File: src/rtl/serial_link.sv
// -----------------------------------------------------------------------------
// serial_link
//
// Memory-mapped 8-bit serial link. The CPU loads the shift register SB and
// starts a transfer by writing SC with the start bit set. Bits leave MSB
// first on sout while the partner's bits enter at the LSB from sin. The
// serial clock is either generated here (SC[0]=1) or taken from the partner
// on sclk_in (SC[0]=0). One byte completes the transfer, after which the
// start bit clears and irq_serial pulses for one clk.
//
// Ports
//   clk        system clock, all state on its rising edge
//   rst        asynchronous active-high reset
//   addr       CPU bus address (SB = 16'hFF01, SC = 16'hFF02)
//   wr_en      CPU write strobe, one clk per write
//   rd_en      CPU read strobe
//   wdata      CPU write data
//   rdata      CPU read data, combinational
//   sin        serial data from the partner
//   sclk_in    partner serial clock, asynchronous to clk
//   sout       serial data to the partner
//   sclk_out   internally generated serial clock
//   irq_serial one-clk transfer-complete interrupt request
// -----------------------------------------------------------------------------
module serial_link #(
    parameter int HALF_PERIOD = 256
) (
    input  logic        clk,
    input  logic        rst,
    input  logic [15:0] addr,
    input  logic        wr_en,
    input  logic        rd_en,
    input  logic [7:0]  wdata,
    output logic [7:0]  rdata,
    input  logic        sin,
    input  logic        sclk_in,
    output logic        sout,
    output logic        sclk_out,
    output logic        irq_serial
);

    localparam int PHASE_W = (2 * HALF_PERIOD > 1) ? $clog2(2 * HALF_PERIOD) : 1;
    localparam logic [PHASE_W-1:0] HALF_LAST  = PHASE_W'(HALF_PERIOD - 1);
    localparam logic [PHASE_W-1:0] PHASE_LAST = PHASE_W'(2 * HALF_PERIOD - 1);

    localparam logic [15:0] ADDR_SB = 16'hFF01;
    localparam logic [15:0] ADDR_SC = 16'hFF02;

    typedef enum logic [1:0] {
        IDLE,
        XFER_INT,
        XFER_EXT
    } state_t;

    state_t               state;
    state_t               next_state;
    logic [7:0]           sb;
    logic                 sc_start;
    logic                 sc_clk_sel;
    logic [2:0]           bit_cnt;
    logic [PHASE_W-1:0]   phase;
    logic                 sync1;
    logic                 sync2;
    logic                 sclk_prev;

    logic                 sb_wr;
    logic                 sc_wr;
    logic                 ext_rise;
    logic                 start;
    logic                 abort;
    logic                 do_shift;
    logic                 bit_done;
    logic                 complete;

    assign sb_wr    = wr_en && (addr == ADDR_SB);
    assign sc_wr    = wr_en && (addr == ADDR_SC);
    // Rising edge seen after the two synchronizer flops; sclk_prev holds the
    // previous synchronized level so the edge lasts exactly one clk.
    assign ext_rise = sync2 && !sclk_prev;

    // State register.
    always_ff @(posedge clk or posedge rst) begin
        if (rst) begin
            state <= IDLE;
        end else begin
            state <= next_state;
        end
    end

    // Next state and per-clk control strobes. A busy SC write without the
    // start bit is an abort and takes priority over any shift or completion
    // that would otherwise happen on the same clk.
    always_comb begin
        next_state = state;
        start      = 1'b0;
        abort      = 1'b0;
        do_shift   = 1'b0;
        bit_done   = 1'b0;
        complete   = 1'b0;
        case (state)
            IDLE: begin
                if (sc_wr && wdata[7]) begin
                    start      = 1'b1;
                    next_state = wdata[0] ? XFER_INT : XFER_EXT;
                end
            end
            XFER_INT: begin
                if (sc_wr && !wdata[7]) begin
                    abort      = 1'b1;
                    next_state = IDLE;
                end else begin
                    if (phase == HALF_LAST) begin
                        do_shift = 1'b1;
                    end
                    if (phase == PHASE_LAST) begin
                        bit_done = 1'b1;
                        if (bit_cnt == 3'd7) begin
                            complete   = 1'b1;
                            next_state = IDLE;
                        end
                    end
                end
            end
            XFER_EXT: begin
                if (sc_wr && !wdata[7]) begin
                    abort      = 1'b1;
                    next_state = IDLE;
                end else if (ext_rise) begin
                    do_shift = 1'b1;
                    bit_done = 1'b1;
                    if (bit_cnt == 3'd7) begin
                        complete   = 1'b1;
                        next_state = IDLE;
                    end
                end
            end
            default: begin
                next_state = IDLE;
            end
        endcase
    end

    // Datapath: shift register, control register bits, counters, external
    // clock synchronizer and the registered interrupt pulse. The synchronizer
    // runs continuously so an external transfer starts with a settled level.
    always_ff @(posedge clk or posedge rst) begin
        if (rst) begin
            sb         <= 8'h00;
            sc_start   <= 1'b0;
            sc_clk_sel <= 1'b0;
            bit_cnt    <= 3'd0;
            phase      <= '0;
            sync1      <= 1'b1;
            sync2      <= 1'b1;
            sclk_prev  <= 1'b1;
            irq_serial <= 1'b0;
        end else begin
            sync1      <= sclk_in;
            sync2      <= sync1;
            sclk_prev  <= sync2;
            irq_serial <= complete;

            if (state == IDLE && sb_wr) begin
                sb <= wdata;
            end else if (do_shift) begin
                sb <= {sb[6:0], sin};
            end

            if (state == IDLE && sc_wr) begin
                sc_clk_sel <= wdata[0];
                sc_start   <= wdata[7];
            end else if (abort) begin
                sc_clk_sel <= wdata[0];
                sc_start   <= 1'b0;
            end else if (complete) begin
                sc_start <= 1'b0;
            end

            if (start) begin
                bit_cnt <= 3'd0;
            end else if (bit_done) begin
                bit_cnt <= bit_cnt + 3'd1;
            end

            // Phase only advances while an internal transfer continues.
            if (state == XFER_INT && next_state == XFER_INT) begin
                phase <= (phase == PHASE_LAST) ? '0 : phase + 1'b1;
            end else begin
                phase <= '0;
            end
        end
    end

    // Serial outputs idle high; the internal clock is low for the first half
    // of each bit period and high for the second.
    always_comb begin
        sout     = (state == IDLE) ? 1'b1 : sb[7];
        sclk_out = (state == XFER_INT) ? (phase > HALF_LAST) : 1'b1;
    end

    // CPU read mux; unmapped addresses and idle bus read as all ones.
    always_comb begin
        rdata = 8'hFF;
        if (rd_en) begin
            if (addr == ADDR_SB) begin
                rdata = sb;
            end else if (addr == ADDR_SC) begin
                rdata = {sc_start, 6'b111111, sc_clk_sel};
            end
        end
    end

endmodule

File: config.mk
export PLATFORM = sky130hd
export DESIGN_NAME = serial_link
export DESIGN_NICKNAME = d
export VERILOG_FILES = /design/src/rtl/serial_link.sv
export SDC_FILE = /design/constraint.sdc
export NUM_CORES = 1
export LEC_CHECK = 0
export CAP_MARGIN = 0
export CORE_MARGIN = 2
export CORE_UTILIZATION = 50
export CTS_CLUSTER_DIAMETER = 60
export DETAILED_ROUTE_END_ITERATION = 8
export PLACE_DENSITY = 0.82
export SYNTH_ARGS = -nofsm -noshare
export SYNTH_HDL_FRONTEND = slang
export SYNTH_SLANG_ARGS = --single-unit
File: constraint.sdc
create_clock -name clk -period 4.5 [get_ports clk]
set_input_delay 1.35 -clock clk [delete_from_list [all_inputs] [get_ports clk]]
set_output_delay 1.35 -clock clk [all_outputs]
set_load 0.05 [all_outputs]
; Word level (Yosys, flattened, before mapping)
; Cells that the tools add are included.
[classes]
n_eq_ne = 8
reduce_logical = 16
order_cmp = 1
addsub = 2
mux = 42
[ops]
columns = op, n
row1 = two-way mux 8 bit, 5
row2 = "equality test 16 bit, second input constant", 2
row3 = two-way mux 1 bit, 22
row4 = two-way mux 9 bit, 2
row5 = two-way mux 2 bit, 7
row6 = "adder 9 x 1 -> 9 bit, second input constant", 1
row7 = "equality test 9 x 8 -> 1 bit, second input constant", 1
row8 = "equality test 9 bit, second input constant", 1
row9 = "greater-than comparator 9 x 8 -> 1 bit, second input constant", 1
row10 = logical AND 1 bit, 8
row11 = two-way mux 3 bit, 2
row12 = case mux 1 bit (2 select lines), 3
row13 = case mux 2 bit (3 select lines), 1
row14 = nonzero test 2 bit, 3
row15 = "equality test 2 x 1 -> 1 bit, second input constant", 2
row16 = "adder 3 x 1 -> 3 bit, second input constant", 1
row17 = "equality test 3 bit, second input constant", 1
row18 = nonzero test 3 bit, 1
row19 = "equality test 2 bit, second input constant", 1
row20 = zero test 1 bit, 2
row21 = zero test 2 bit, 1
row22 = OR reduction 2 bit, 1
[totals]
elab_cells = 79
register_bits = 28
out_inout_bits = 11

; Logic depth before layout (Yosys ltp)
[depth]
word_depth = 8
depth_mapped = 10

; Worst setup path after synthesis
; OpenSTA, ideal clock, no wires.
[synth_timing]
kind = in2out
from = input port addr[3]
to = output port rdata[2]
stages = 5
slack_ns = 0.217
required_ns = 3.150
n_path_buf = 0
arrival_time_ns = 2.933
cell_sequence = or4_4 -> nor4_1 -> and3_1 -> and2b_1 -> nand2b_1
[synth_between]
elab_chain_cells = 3
[synth_rtl]
columns = element, line
row1 = start: declaration, 30  ; input logic [15:0] addr,
row2 = equality test 16 bit, 205  ; if (addr == ADDR_SB) begin
row3 = two-way mux 8 bit, 205
row4 = two-way mux 8 bit, 204  ; if (rd_en) begin
row5 = end: declaration, 34  ; output logic [7:0] rdata,
; No other way between the ends.

; Worst setup path after layout
[layout_timing]
from = input port addr[4]
to = output port rdata[4]
; The elaborated chain is that of the path after synthesis.

==> metrics list <==
* Layout net count: 269
- Sink Count: 28
- Vias in the first global route: 1,560
* Clock Tree Root: sky130_fd_sc_hd__clkbuf_8
- Clk_lat worst skew: 0.27 ns
- The worst hold path belongs to the class register to register.
* Kind of capture point of the worst setup path: output port
- Cell Count Post-Placement: 272
- Of the total power, the share spent switching nets is 0.2029.
- The share of the Yosys chip area taken by registers is 0.3791.
- Dividing the detail-routed wire length by the instance count gives 14.60 µm.
* Number of placed I/O pins: 41
- The number of nets handed over by synthesis was 226.
* Number of standard cells in the layout, taps in and fillers out: 277
* Cts-stage hold buffer count: 0
- In this run the vertical extent of the chip is 64.96 µm.
- RSZ-0062 raised after global routing: no
- Combinational Power Share: 0.090
- For this run, the share of the core covered by cells in the final layout is 0.6690.
- The smallest clock period supported by the final layout is computed as 4.435 ns.
* Kind of start point of the critical path: input pin
* Cell Pwr Density: 208.3 nW/µm²
- The count of nets left with antenna violations once routing finished came out at 0.
- Starting density of the core: 0.5153
- Pleak: 1.018 nW
* Clock buffer depth: 2
- Global routing finished with a remaining overflow of 0.
* Most used cells in the layout excluding fill and tap cells: sky130_fd_sc_hd__clkdlybuf4s50_1 (28), sky130_fd_sc_hd__dfrtp_1 (25), sky130_fd_sc_hd__nand2_1 (22)
* Predominant post-synthesis flop cell: sky130_fd_sc_hd__dfrtp_1
- Number of unique standard cell types used by synthesis: 57
- Dividing the synthesized area by the synthesized cell count gives 9.936 µm².
- In the synthesized netlist the async set-or-reset flop fraction comes to 1.000.
* Number of buffers added on ports: 40
* Required arrival time at the worst endpoint: 3.15 ns
* Combined area of all synthesized cells: 1858 µm²
- Across all layers, the routed design uses 1,571 vias.
- CTS buffer count: 3
- Detailed placement finished with a half-perimeter wire length of 3.053 mm.
- The floorplan has 22 rows.
- Setup violations remaining at the end of the flow were counted as 0.
- Fraction of the cycle the final worst path needs: 0.9855
- Antenna violations before repair: 0
* Total negative slack: 0 ns
- Internal power comes to 0.0004005 W.
- EDFF count, synth: 0
- Normalized max-slew margin: 0.3207
* Sequential fraction of design power: 0.509
* Die width: 64.96 µm
* H-tree depth: 1
- Signed area change from the synthesized netlist to the final layout: 29.83%
- For the pin with the worst max-slew slack, the measured transition is 1.018 ns.
- Final hold violation count: 0
- Detailed Route WL: 4.043 mm
* Clock power share: 0.401
* Antenna cell count: 0
- Synthesis inferred 28 register bits.
* Layout cell share with drive strength beyond 1: 0.2227
- Worst-case register-to-register setup slack: 1.87 ns
- Pins Over Slew Limit: 0
- CTS tree: done
* Post-detailed-route DRC marker count: 0
- After floorplanning, the core was sized to cover 3606 µm².
- Pin count of the biggest net entering global routing: 29
- Using the TritonRoute via totals, the vias-per-cell ratio works out to 5.671.
- Leaving out fill and tap cells, the most frequent cell in the layout is sky130_fd_sc_hd__clkdlybuf4s50_1.
* Maximum clock skew at final layout: 0.002034 ns
- The first TritonRoute pass finished after 4 iterations.
- Total GRT Usage: 0.2059
- Overall power consumption after layout is estimated at 0.0005025 W.
- IR analysis of the VDD net gives a maximum drop of 0.0001801 V.
* Maximum clock frequency: 0.2255 GHz
- Max-cap violations in this run came to 0.
- Routability-driven placement finished with a final weighted congestion of 0.8280.
- The flow ran to the end, and the final reports show no timing, DRC or antenna violations.
* Cells after synthesis: 187
* Drt first-iter violations: 87
- After clock tree synthesis, the clock-pin slew on the worst setup and hold paths is 0.10 ns.
* Global-route wire length before repair: 6.886 mm
- Floorplan die area: 4220 µm²
* Switching power summed over all nets: 0.0001020 W
- Arrival time reported for the critical path endpoint: 3.08 ns
- Setup Crit Path Kind: input pin to output port
- Number of fill cells: 277
- Yosys printed 0 warnings.
- In this run the worst path has a maximum fanout of 6.
==> registers in the layout, indices dropped and copies added (netlist names) <==
name	count
phase	9
sb	8
bit_cnt	3
state	2
irq_serial	1
sc_clk_sel	1
sc_start	1
sclk_prev	1
sync1	1
sync2	1
==> cells in the mapped netlist, types with 3 or more instances <==
| cell type | instances | area, µm² |
|---|---|---|
| sky130_fd_sc_hd__xnor2_1 | 5 | 43.79 |
| sky130_fd_sc_hd__nand2b_1 | 6 | 37.54 |
| sky130_fd_sc_hd__o221a_2 | 4 | 45.04 |
| sky130_fd_sc_hd__ha_1 | 9 | 112.6 |
| sky130_fd_sc_hd__nor3_1 | 3 | 15.01 |
| sky130_fd_sc_hd__o21ai_0 | 7 | 35.03 |
| sky130_fd_sc_hd__nand3_1 | 6 | 30.03 |
| sky130_fd_sc_hd__inv_1 | 9 | 33.78 |
| sky130_fd_sc_hd__buf_2 | 3 | 15.01 |
| sky130_fd_sc_hd__nand4_1 | 4 | 25.02 |
| sky130_fd_sc_hd__nor2_1 | 11 | 41.29 |
| sky130_fd_sc_hd__a31oi_1 | 3 | 18.77 |
| sky130_fd_sc_hd__and3_1 | 5 | 31.28 |
| sky130_fd_sc_hd__dfstp_2 | 3 | 78.83 |
| sky130_fd_sc_hd__and2_1 | 4 | 25.02 |
| sky130_fd_sc_hd__a22oi_1 | 5 | 37.54 |
| sky130_fd_sc_hd__nor4_2 | 8 | 100.1 |
| sky130_fd_sc_hd__dfrtp_1 | 25 | 625.6 |
| sky130_fd_sc_hd__nand2_1 | 23 | 86.33 |
==> power by group through the flow <==
stage / Clock [W] / Combinational (W) / Sequential [W]
final: 0.000202 / 0.0000451 / 0.000256
after global routing: 0.000213 / 0.0000492 / 0.000256
after CTS: 0.000204 / 0.0000458 / 0.000256
after detailed placement: 0 / 0.0000450 / 0.000261
after global placement: 0 / 0.0000442 / 0.000260
after floorplan: 0 / 0.0000146 / 0.000260
==> area by class of cell <==
| type | instances | area, µm² | share of cell area |
|---|---|---|---|
| timing repair buffer | 44 | 440.4 | 0.1826 |
| tap | 48 | 60.06 | 0.02490 |
| clock inverter | 1 | 30.03 | 0.01245 |
| multi-input combinational | 144 | 1102 | 0.4570 |
| inverter | 9 | 33.78 | 0.01400 |
| sequential | 28 | 704.4 | 0.2920 |
| clock buffer | 3 | 41.29 | 0.01712 |
==> metal layers <==
metal,up-vias,track usage,share of wire
li1,773,-,-
met1,756,0.2833,0.48
met2,38,0.3273,0.47
met3,4,0.03819,0.041
met4,0,0.06649,0.0084
met5,-,0,0
==> kinds of logic after synthesis <==
| kind of cell | count (synthesis) | share of synthesized area |
|---|---|---|
| AND/OR/NAND/NOR | 90 | 0.3172 |
| buffers and inverters | 15 | 0.04040 |
| multiplexers | 1 | 0.006060 |
| AO/OA/AOI/OAI | 38 | 0.1684 |
| flip-flops | 28 | 0.3791 |
| XOR/XNOR | 6 | 0.02828 |
| adder cells (fa/ha/maj) | 9 | 0.06061 |
==> critical path, stage by stage <==
cell,delay [ns]
sky130_fd_sc_hd__clkdlybuf4s15_1,0.16
sky130_fd_sc_hd__or4_4,0.55
sky130_fd_sc_hd__nor4_4,0.32
sky130_fd_sc_hd__and3_4,0.24
sky130_fd_sc_hd__and2b_2,0.22
sky130_fd_sc_hd__nand2b_1,0.09
sky130_fd_sc_hd__buf_6,0.16
==> per-stage QoR <==
step	worst slack (ns)	hold WS [ns]	instance area, µm²
5_1_grt	0.01441	0.3657	2412
3_3_place_gp	-0.2082	0.3468	2280
4_1_cts	0.01522	0.3645	2396
3_5_place_dp	-0.2722	0.3494	2280
2_1_floorplan	0.2167	0.3452	1858
6_report	0.06537	0.3635	2412
==> timing repair <==
action,4_1_cts,5_1_grt
pin swaps,3,3
buffers inserted,1,0
gates resized for setup,10,6
gates cloned,0,0
endpoints found under the setup margin,8,6
==> path summary, 6_finish.rpt <==
kind                          start  endpoint  depth (start not counted)
min in group asynchronous       rst  phase[2]                          2
min                           sync1     sync2                          0
min reg2reg                   sync1     sync2                          0
max in group asynchronous       rst     sb[7]                          2
max reg2reg                phase[2]  phase[4]                          9
max                         addr[4]  rdata[4]                          7
No activity file was read; power rests on OpenSTA's default activity.
